File: config.mk
export PLATFORM = sky130hd
export DESIGN_NAME = game_ctrl
export DESIGN_NICKNAME = d
export VERILOG_FILES = /design/src/rtl/game_ctrl.sv
export SDC_FILE = /design/constraint.sdc
export NUM_CORES = 1
export LEC_CHECK = 0
export ABC_AREA = 1
export BUFFER_PORTS_ARGS = -buffer_cell sky130_fd_sc_hd__buf_4
export CAP_MARGIN = 25
export CORE_MARGIN = 5
export CORE_UTILIZATION = 30
export CTS_CLUSTER_DIAMETER = 80
export CTS_CLUSTER_SIZE = 40
export DETAILED_ROUTE_END_ITERATION = 10
export PLACE_DENSITY = 0.43
export RECOVER_POWER = 25
export SYNTH_ARGS = -nofsm -noshare
export SYNTH_HDL_FRONTEND = slang
export SYNTH_SLANG_ARGS = --single-unit
File: constraint.sdc
create_clock -name i_clk -period 1.3 [get_ports i_clk]
set_input_delay 0.13 -clock i_clk [delete_from_list [all_inputs] [get_ports i_clk]]
set_output_delay 0.13 -clock i_clk [all_outputs]
set_load 0.1 [all_outputs]
File: src/rtl/game_ctrl.sv
// Flappy-bird game sequencer: debounces the flap button, paces flaps,
// runs IDLE/PLAYING/DYING/GAME_OVER and keeps the score.
// Ports:
//   i_clk, i_rst_n (async, active-low)
//   i_ani_stb, i_physics_stb: frame and physics strobes
//   i_btn: raw flap button
//   i_out_of_bounds, i_collide, i_pipe_passed: bird/pipe events
//   o_bird_rst, o_animate, o_flap: bird and pipe block controls
//   o_state, o_score: game state and score
//   o_hiscore: best score, only when GAME_CTRL_HISCORE_EN is defined
module game_ctrl #(
  parameter int DB_CYC       = 250000,
  parameter int FLAP_GAP     = 4,
  parameter int DEATH_FRAMES = 60,
  parameter int SCORE_W      = 8
) (
  input  logic               i_clk,
  input  logic               i_rst_n,
  input  logic               i_ani_stb,
  input  logic               i_physics_stb,
  input  logic               i_btn,
  input  logic               i_out_of_bounds,
  input  logic               i_collide,
  input  logic               i_pipe_passed,
  output logic               o_bird_rst,
  output logic               o_animate,
  output logic               o_flap,
  output logic [1:0]         o_state,
  output logic [SCORE_W-1:0] o_score
`ifdef GAME_CTRL_HISCORE_EN
  ,
  output logic [SCORE_W-1:0] o_hiscore
`endif
);

  localparam int DB_W  = $clog2(DB_CYC + 1);
  localparam int GAP_W = $clog2(FLAP_GAP + 1);
  localparam int FRM_W = $clog2(DEATH_FRAMES + 1);

  localparam logic [DB_W-1:0]    DB_LAST  = DB_W'(DB_CYC - 1);
  localparam logic [GAP_W-1:0]   GAP_LOAD = GAP_W'(FLAP_GAP);
  localparam logic [FRM_W-1:0]   FRM_LAST = FRM_W'(DEATH_FRAMES - 1);
  localparam logic [SCORE_W-1:0] SCORE_MAX = '1;

  localparam logic [1:0] S_IDLE    = 2'd0;
  localparam logic [1:0] S_PLAYING = 2'd1;
  localparam logic [1:0] S_DYING   = 2'd2;
  localparam logic [1:0] S_OVER    = 2'd3;

  logic               btn_s1;
  logic               btn_s2;
  logic               db_lvl;
  logic               db_prev;
  logic [DB_W-1:0]    db_cnt;
  logic [GAP_W-1:0]   gap_cnt;
  logic [FRM_W-1:0]   frm_cnt;
  logic               press;

  logic [1:0]         st_nxt;
  logic               flap_nxt;
  logic [SCORE_W-1:0] score_nxt;
  logic [FRM_W-1:0]   frm_nxt;
  logic [GAP_W-1:0]   gap_nxt;

  // Debounced level only moves after DB_CYC cycles of disagreement.
  always_ff @(posedge i_clk or negedge i_rst_n) begin
    if (!i_rst_n) begin
      btn_s1  <= 1'b0;
      btn_s2  <= 1'b0;
      db_lvl  <= 1'b0;
      db_prev <= 1'b0;
      db_cnt  <= '0;
    end else begin
      btn_s1  <= i_btn;
      btn_s2  <= btn_s1;
      db_prev <= db_lvl;
      if (btn_s2 == db_lvl) begin
        db_cnt <= '0;
      end else if (db_cnt == DB_LAST) begin
        db_lvl <= btn_s2;
        db_cnt <= '0;
      end else begin
        db_cnt <= db_cnt + 1'b1;
      end
    end
  end

  assign press = db_lvl & ~db_prev;

  always_comb begin
    st_nxt    = o_state;
    flap_nxt  = 1'b0;
    score_nxt = o_score;
    frm_nxt   = frm_cnt;
    unique case (1'b1)
      (o_state == S_IDLE): begin
        if (press) begin
          st_nxt    = S_PLAYING;
          score_nxt = '0;
          flap_nxt  = 1'b1;
        end
      end
      (o_state == S_PLAYING): begin
        // A hit wins over anything else happening this cycle.
        if (i_collide || i_out_of_bounds) begin
          st_nxt  = S_DYING;
          frm_nxt = '0;
        end else begin
          if (press && gap_cnt == '0) flap_nxt = 1'b1;
          if (i_pipe_passed && o_score != SCORE_MAX)
            score_nxt = o_score + 1'b1;
        end
      end
      (o_state == S_DYING): begin
        if (i_ani_stb) begin
          if (frm_cnt == FRM_LAST) st_nxt = S_OVER;
          else frm_nxt = frm_cnt + 1'b1;
        end
      end
      (o_state == S_OVER): begin
        if (press) st_nxt = S_IDLE;
      end
      default: ;
    endcase
  end

  // A fresh load takes priority over a coincident physics strobe.
  always_comb begin
    gap_nxt = gap_cnt;
    if (flap_nxt) gap_nxt = GAP_LOAD;
    else if (i_physics_stb && gap_cnt != '0) gap_nxt = gap_cnt - 1'b1;
  end

  always_ff @(posedge i_clk or negedge i_rst_n) begin
    if (!i_rst_n) begin
      o_state    <= S_IDLE;
      o_flap     <= 1'b0;
      o_score    <= '0;
      o_bird_rst <= 1'b1;
      o_animate  <= 1'b0;
      gap_cnt    <= '0;
      frm_cnt    <= '0;
    end else begin
      o_state    <= st_nxt;
      o_flap     <= flap_nxt;
      o_score    <= score_nxt;
      o_bird_rst <= (st_nxt == S_IDLE);
      o_animate  <= (st_nxt == S_PLAYING);
      gap_cnt    <= gap_nxt;
      frm_cnt    <= frm_nxt;
    end
  end

`ifdef GAME_CTRL_HISCORE_EN
  logic died;

  // Score is frozen in DYING, so compare one cycle after the hit.
  always_ff @(posedge i_clk or negedge i_rst_n) begin
    if (!i_rst_n) begin
      died      <= 1'b0;
      o_hiscore <= '0;
    end else begin
      died <= (o_state == S_PLAYING) && (st_nxt == S_DYING);
      if (died && o_score > o_hiscore) o_hiscore <= o_score;
    end
  end
`endif

endmodule

==> results of run 1 <==
## per-layer routing
| layer | routed length [um] | vias up | share of wire |
|---|---|---|---|
| met2 | 3100 | 32 | 0.50 |
| met4 | 92 | 0 | 0.015 |
| met1 | 2790 | 1065 | 0.45 |
| li1 | - | 1205 | - |
| met5 | 0 | - | 0 |
| met3 | 175 | 9 | 0.028 |
## path summary, 6_finish.rpt
path | to | slack (ns) | cells past startpoint
setup reg to reg | o_score[5] | -0.05 | 9
hold reg to reg | btn_s2 | 0.36 | 0
hold / removal | o_bird_rst | 0.17 | 4
max in group asynchronous | db_cnt[7] | 0.38 | 3
min in group asynchronous | o_score[4] | 0.36 | 2
setup / recovery | o_score[5] | -0.05 | 9
## through the flow
stage	hold WS (ns)	cells	setup TNS (ns)
after floorplan	-0.166	335	-2.87
after global placement	0.0535	499	-1.16
after detailed placement	0.0558	499	-1.72
after CTS	0.131	518	-0.495
after global routing	0.173	520	-2.00
final	0.170	520	-0.354
## Yosys cell counts (5+ instances only)
| library cell | number | area share |
|---|---|---|
| nand2_1 | 90 | 0.13 |
| nor2_1 | 60 | 0.090 |
| dfrtp_1 | 43 | 0.43 |
| inv_1 | 42 | 0.063 |
| nand3_1 | 27 | 0.054 |
| o21ai_2 | 11 | 0.038 |
| xor2_1 | 8 | 0.028 |
| nand4_1 | 7 | 0.017 |
| o21ai_0 | 6 | 0.012 |
| ha_1 | 5 | 0.025 |
| nor3_1 | 5 | 0.010 |
| or2_2 | 5 | 0.012 |
## timing repair
action                     CTS  global route
gates cloned                 1             0
hold buffers                 2             0
setup endpoints to repair   35            39
gates resized for setup     29            66
setup buffers                8             2
hold endpoints to repair    20             0
pin swaps                    9            18
## registers in the layout (all words and copies together) (netlist names), 3 cells and up, named ones only
name and count:
gap_cnt 3, o_score 8, db_cnt 18, frm_cnt 6
## cell type report
type                            instances  share of cell area
Multi-Input combinational cell        243               0.411
Sequential cell                        44               0.307
Timing Repair Buffer                   74               0.170
Inverter                               46              0.0489
Tap cell                              105              0.0357
Clock buffer                            8              0.0272
## cells by family (layout without fill, tap and decap cells)
| group | count (synthesis) | count (layout) | synth area share |
|---|---|---|---|
| simple gates | 201 | 202 | 0.345 |
| buf+inv | 49 | 128 | 0.0791 |
| flops | 44 | 44 | 0.439 |
| compound gates | 26 | 26 | 0.0777 |
| xor+xnor | 10 | 10 | 0.0348 |
| fa+ha+maj | 5 | 5 | 0.0249 |
## worst max-delay path, stage by stage, from the launching register on
cell and delay, ns:
dfrtp_4 0.50, ha_4 0.18, nand2_4 0.06, nor2_4 0.04, nand2_2 0.06, nand2_2 0.07, nand2_4 0.12, nand2_8 0.10
nand2_2 0.07, o21ai_2 0.04
## where the power goes
part	leakage [nW]	internal, mW	switching [mW]
Clock	0.0515	0.486	0.481
Sequential	0.534	1.43	0.0410
Combinational	1.18	0.173	0.203
==> results_dict.tcl, run 1 <==
set metrics [dict create \
    cp.arrival_ns 1.54 \
    min_period_ns 1.35 \
    io_buffers 20 \
    globalRouteMet3Util 0.0269 \
    design.core.area_sq_um 8180 \
    synth.distinct_cells 27 \
    syn_to_final_growth_pct 46.5 \
    antennaDiodeCount 0 \
    worst_slack_ns -0.0516 \
    grt_max_degree 26 \
    rsz0062_at_grt "yes" \
    async_flop_share 1.00 \
    hpwlAfterDp_mm 4.46 \
    clk_latency_ns 0.30 \
    p_leak_nw 1.76 \
    antenna_found_initial 0 \
    grt-ovfl-total 0 \
    relSlewSlack 0.606 \
    cp-start-kind "flip-flop" \
    yosys_warnings 0 \
    die_area_sq_um 10300 \
    synth_cells 335 \
    grt_pass1_vias 2308 \
    synth_seq_area_share 0.439 \
    hold_start "i_ani_stb" \
    startpoint "o_score[0]" \
    final_cell_mix "nand2_1 (63), buf_4 (62), nor2_1 (50)" \
    timing.rr.start "o_score[0]" \
    cellPowerDensity_nw_per_um2 763 \
    ys_seq_elements 44 \
    ys.flop_type "dfrtp_1" \
    top_usage_layer "met2" \
    dr_total_vias 2311 \
    grt_util_all_layers 0.127 \
    finalClockSkew_ns 0.00670 \
    cp-end-kind "flip-flop" \
    synth.cell_area_sq_um 2510 \
    grt_pass1_wl_mm 10.5 \
    drive_above_1_share 0.431 \
    regArea_sq_um 1130 \
    cts_buffer_depth 2 \
    fin_crit_sh 1.04 \
    cts_buffers 5 \
    finalPower_mw 2.81 \
    ant_nets 0 \
    rows 33 \
    irDropWorstVdd_mv 0.339 \
    final-setup-viol-count 9 \
    multiInputGateArea_sq_um 1510 \
    io_pins 21 \
    chipWidth_um 102 \
    post_drt_via_cell_ratio 4.44 \
    clk_root_buffer_cell "clkbuf_8" \
    crit_fanout 8 \
    crit_type "flip-flop to flip-flop" \
    hp-class "input port to flip-flop" \
    placed_area_sq_um 3160 \
    drv_cap 0 \
    place_ws_ns -0.145 \
    worstMarginPinSlew_ns 0.591 \
    dr.first_iter.drc_count 83 \
    hold_violations 0 \
    die_y_um 102 \
    worstPathRequired_ns 1.49 \
    fin_area_sq_um 3680 \
    cts_num_sinks 44 \
    syn_area_per_cell_sq_um 7.50 \
    wl_per_cell_um 11.9 \
    drt_drc_violations_left 0 \
    slew_viol_final 0 \
    initial_core_util 0.307 \
    met2_usage 0.226 \
    cts_tree "yes" \
    gp_congestion 0.786 \
    h-tree-depth 2 \
    drtPass1Iterations 4 \
    n_fill_cell 829 \
    violations "setup timing" \
    final_common_cell "nand2_1" \
    synth_edf_count 0 \
    clock.fmax_mhz 740 \
    met1_usage 0.154 \
    outcome "finished with violations" \
    cts.clk_slew.worst_paths_ns 0.09 \
    syn-num-nets 348 \
    utilization 0.451 \
    nets 427 \
    wirelength_mm 6.16 \
]
Note: power is estimated with default switching activity, not from simulation.
==> run 2: changes to the inputs <==
RECOVER_POWER = 100   (was 25)
TNS_END_PERCENT = 30   (was unset)
==> results_dict.tcl, run 2 (synthesized netlist as in run 1, its figures left out) <==
set metrics [dict create \
    outcome "finished with violations" \
    violations "setup timing" \
    min_period_ns 1.37 \
    reg2reg_depth 7 \
    place_ws_ns -0.138 \
    dp.cells 501 \
    drtPass1Iterations 4 \
    grt_pass1_wl_mm 10.4 \
    ant_nets 0 \
    largest_reg_flops 18 \
    chipWidth_um 102 \
    hold_violations 0 \
    finalClockSkew_ns 0.00595 \
    gp_congestion 0.833 \
    design.core.area_sq_um 8180 \
    post_drt_via_cell_ratio 4.34 \
    regMostFlops "db_cnt" \
    grt_max_degree 26 \
    r2r_slack_ns -0.07 \
    crit_path_end "db_cnt[14]" \
    drt_drc_violations_left 0 \
    hp-class "input port to flip-flop" \
    final_common_cell "nand2_1" \
    routedLengthMet1_mm 3.01 \
    path_cells "ha_2 -> buf_6 -> nand3_2 -> nor3_2 -> nand3_2 -> nand3_2 -> nor2_1" \
    io_pins 21 \
    startpoint "db_cnt[1]" \
    fin_crit_sh 1.05 \
    h-tree-depth 2 \
    cts_buffers 5 \
    cp_common_cell "nand3_2" \
    grt-ovfl-total 0 \
    relSlewSlack 0.559 \
    worstMarginPinSlew_ns 0.661 \
    final_cell_mix "nand2_1 (69), buf_4 (54), nor2_1 (52)" \
    wirelength_mm 6.12 \
    crit_type "flip-flop to flip-flop" \
    fin_hold_ws_ns 0.121 \
    grt_pass1_vias 2258 \
    wl_met2_mm 2.90 \
    syn_to_final_growth_pct 41.0 \
    antenna_found_initial 0 \
    finalSetupTns_ns -0.512 \
    drive_above_1_share 0.395 \
    io_buffers 20 \
    clk_root_buffer_cell "clkbuf_8" \
    grt_util_all_layers 0.126 \
    fin_cells 520 \
    timing.rr.start "db_cnt[1]" \
    cellPowerDensity_nw_per_um2 766 \
    hpwlAfterDp_mm 4.48 \
    worst_slack_ns -0.0650 \
    clock.fmax_mhz 733 \
    routed.top_layer "met4" \
    p_leak_nw 1.68 \
    rows 33 \
    crit_slowest_cell "dfrtp_1" \
    die_area_sq_um 10300 \
    cp-end-kind "flip-flop" \
    hold_path_depth 4 \
    worstPathRequired_ns 1.49 \
    irDropWorstVdd_mv 0.371 \
    wl_per_cell_um 11.8 \
    crit_fanout 5 \
    clk_latency_ns 0.30 \
    cts.clk_slew.worst_paths_ns 0.09 \
    antennaDiodeCount 0 \
    slowest_delay_ns 0.37 \
    wl_met3_um 155 \
    cts_buffer_depth 2 \
    die_y_um 102 \
    final-setup-viol-count 12 \
    largest_registers "db_cnt: 18 flops, o_score: 8 flops, frm_cnt: 6 flops" \
    cts_num_sinks 44 \
    hold_start "i_physics_stb" \
    nets 427 \
    cp.arrival_ns 1.56 \
    drv_cap 0 \
    initial_core_util 0.307 \
    dr.first_iter.drc_count 49 \
    rsz0062_at_grt "yes" \
    slew_viol_final 0 \
    cp-start-kind "flip-flop" \
    r2r-end "db_cnt[14]" \
    cts_tree "yes" \
    dr_total_vias 2255 \
]
-- run 2: routing by layer --
layer / track usage / vias to the layer above
li1: - / 1203
met1: 0.168 / 1026
met2: 0.209 / 22
met3: 0.0255 / 4
met4: 0.0337 / 0
met5: 0 / -
-- run 2: power breakdown --
part / switching [mW] / total (mW) / internal, mW
logic: 0.172 / 0.326 / 0.154
clock network: 0.497 / 0.923 / 0.426
registers: 0.0387 / 1.47 / 1.43
total: 0.708 / 2.71 / 2.01
-- run 2: through the flow --
stage,utilization,power [mW],cell area [sq um]
finish,0.434,2.71,3540
floorplan,-,1.65,2560
detailed placement,0.385,1.78,3150
global placement,0.385,1.78,3150
CTS,0.413,2.75,3370
global route,0.434,2.87,3540
-- run 2: area by class of cell --
cell class | instances | area [sq um]
fillers | 857 | 4630
clock buffers | 6 | 82.6
flip-flops and latches | 44 | 1130
repair buffers | 74 | 604
inverters | 46 | 175
well taps | 105 | 131
clock inverters | 2 | 10.0
multi-input cells | 243 | 1410
-- run 2: what timing repair did --
action / CTS / global route
setup buffers: 2 / 6
gates resized for setup: 23 / 48
endpoints found under the hold margin: 23 / 0
pin swaps: 9 / 19
gates cloned: 1 / 0
hold buffers: 2 / 0
endpoints found under the setup margin: 33 / 39
-- run 2: worst min-delay path by stage --
| stage | end | slack [ns] |
|---|---|---|
| floorplan | btn_s1 | -0.17 |
| global placement | db_cnt[10] | 0.07 |
| detailed placement | db_cnt[10] | 0.07 |
| CTS | gap_cnt[1] | 0.12 |
| global route | gap_cnt[1] | 0.12 |
| finish | gap_cnt[1] | 0.12 |
-- run 2: critical path, delay by kind of cell, from the launching register on --
family | cells | cell delay [ns]
flip-flops | 1 | 0.37
adder cells (fa/ha/maj) | 1 | 0.20
buffers and inverters | 1 | 0.12
AND/OR/NAND/NOR | 5 | 0.56
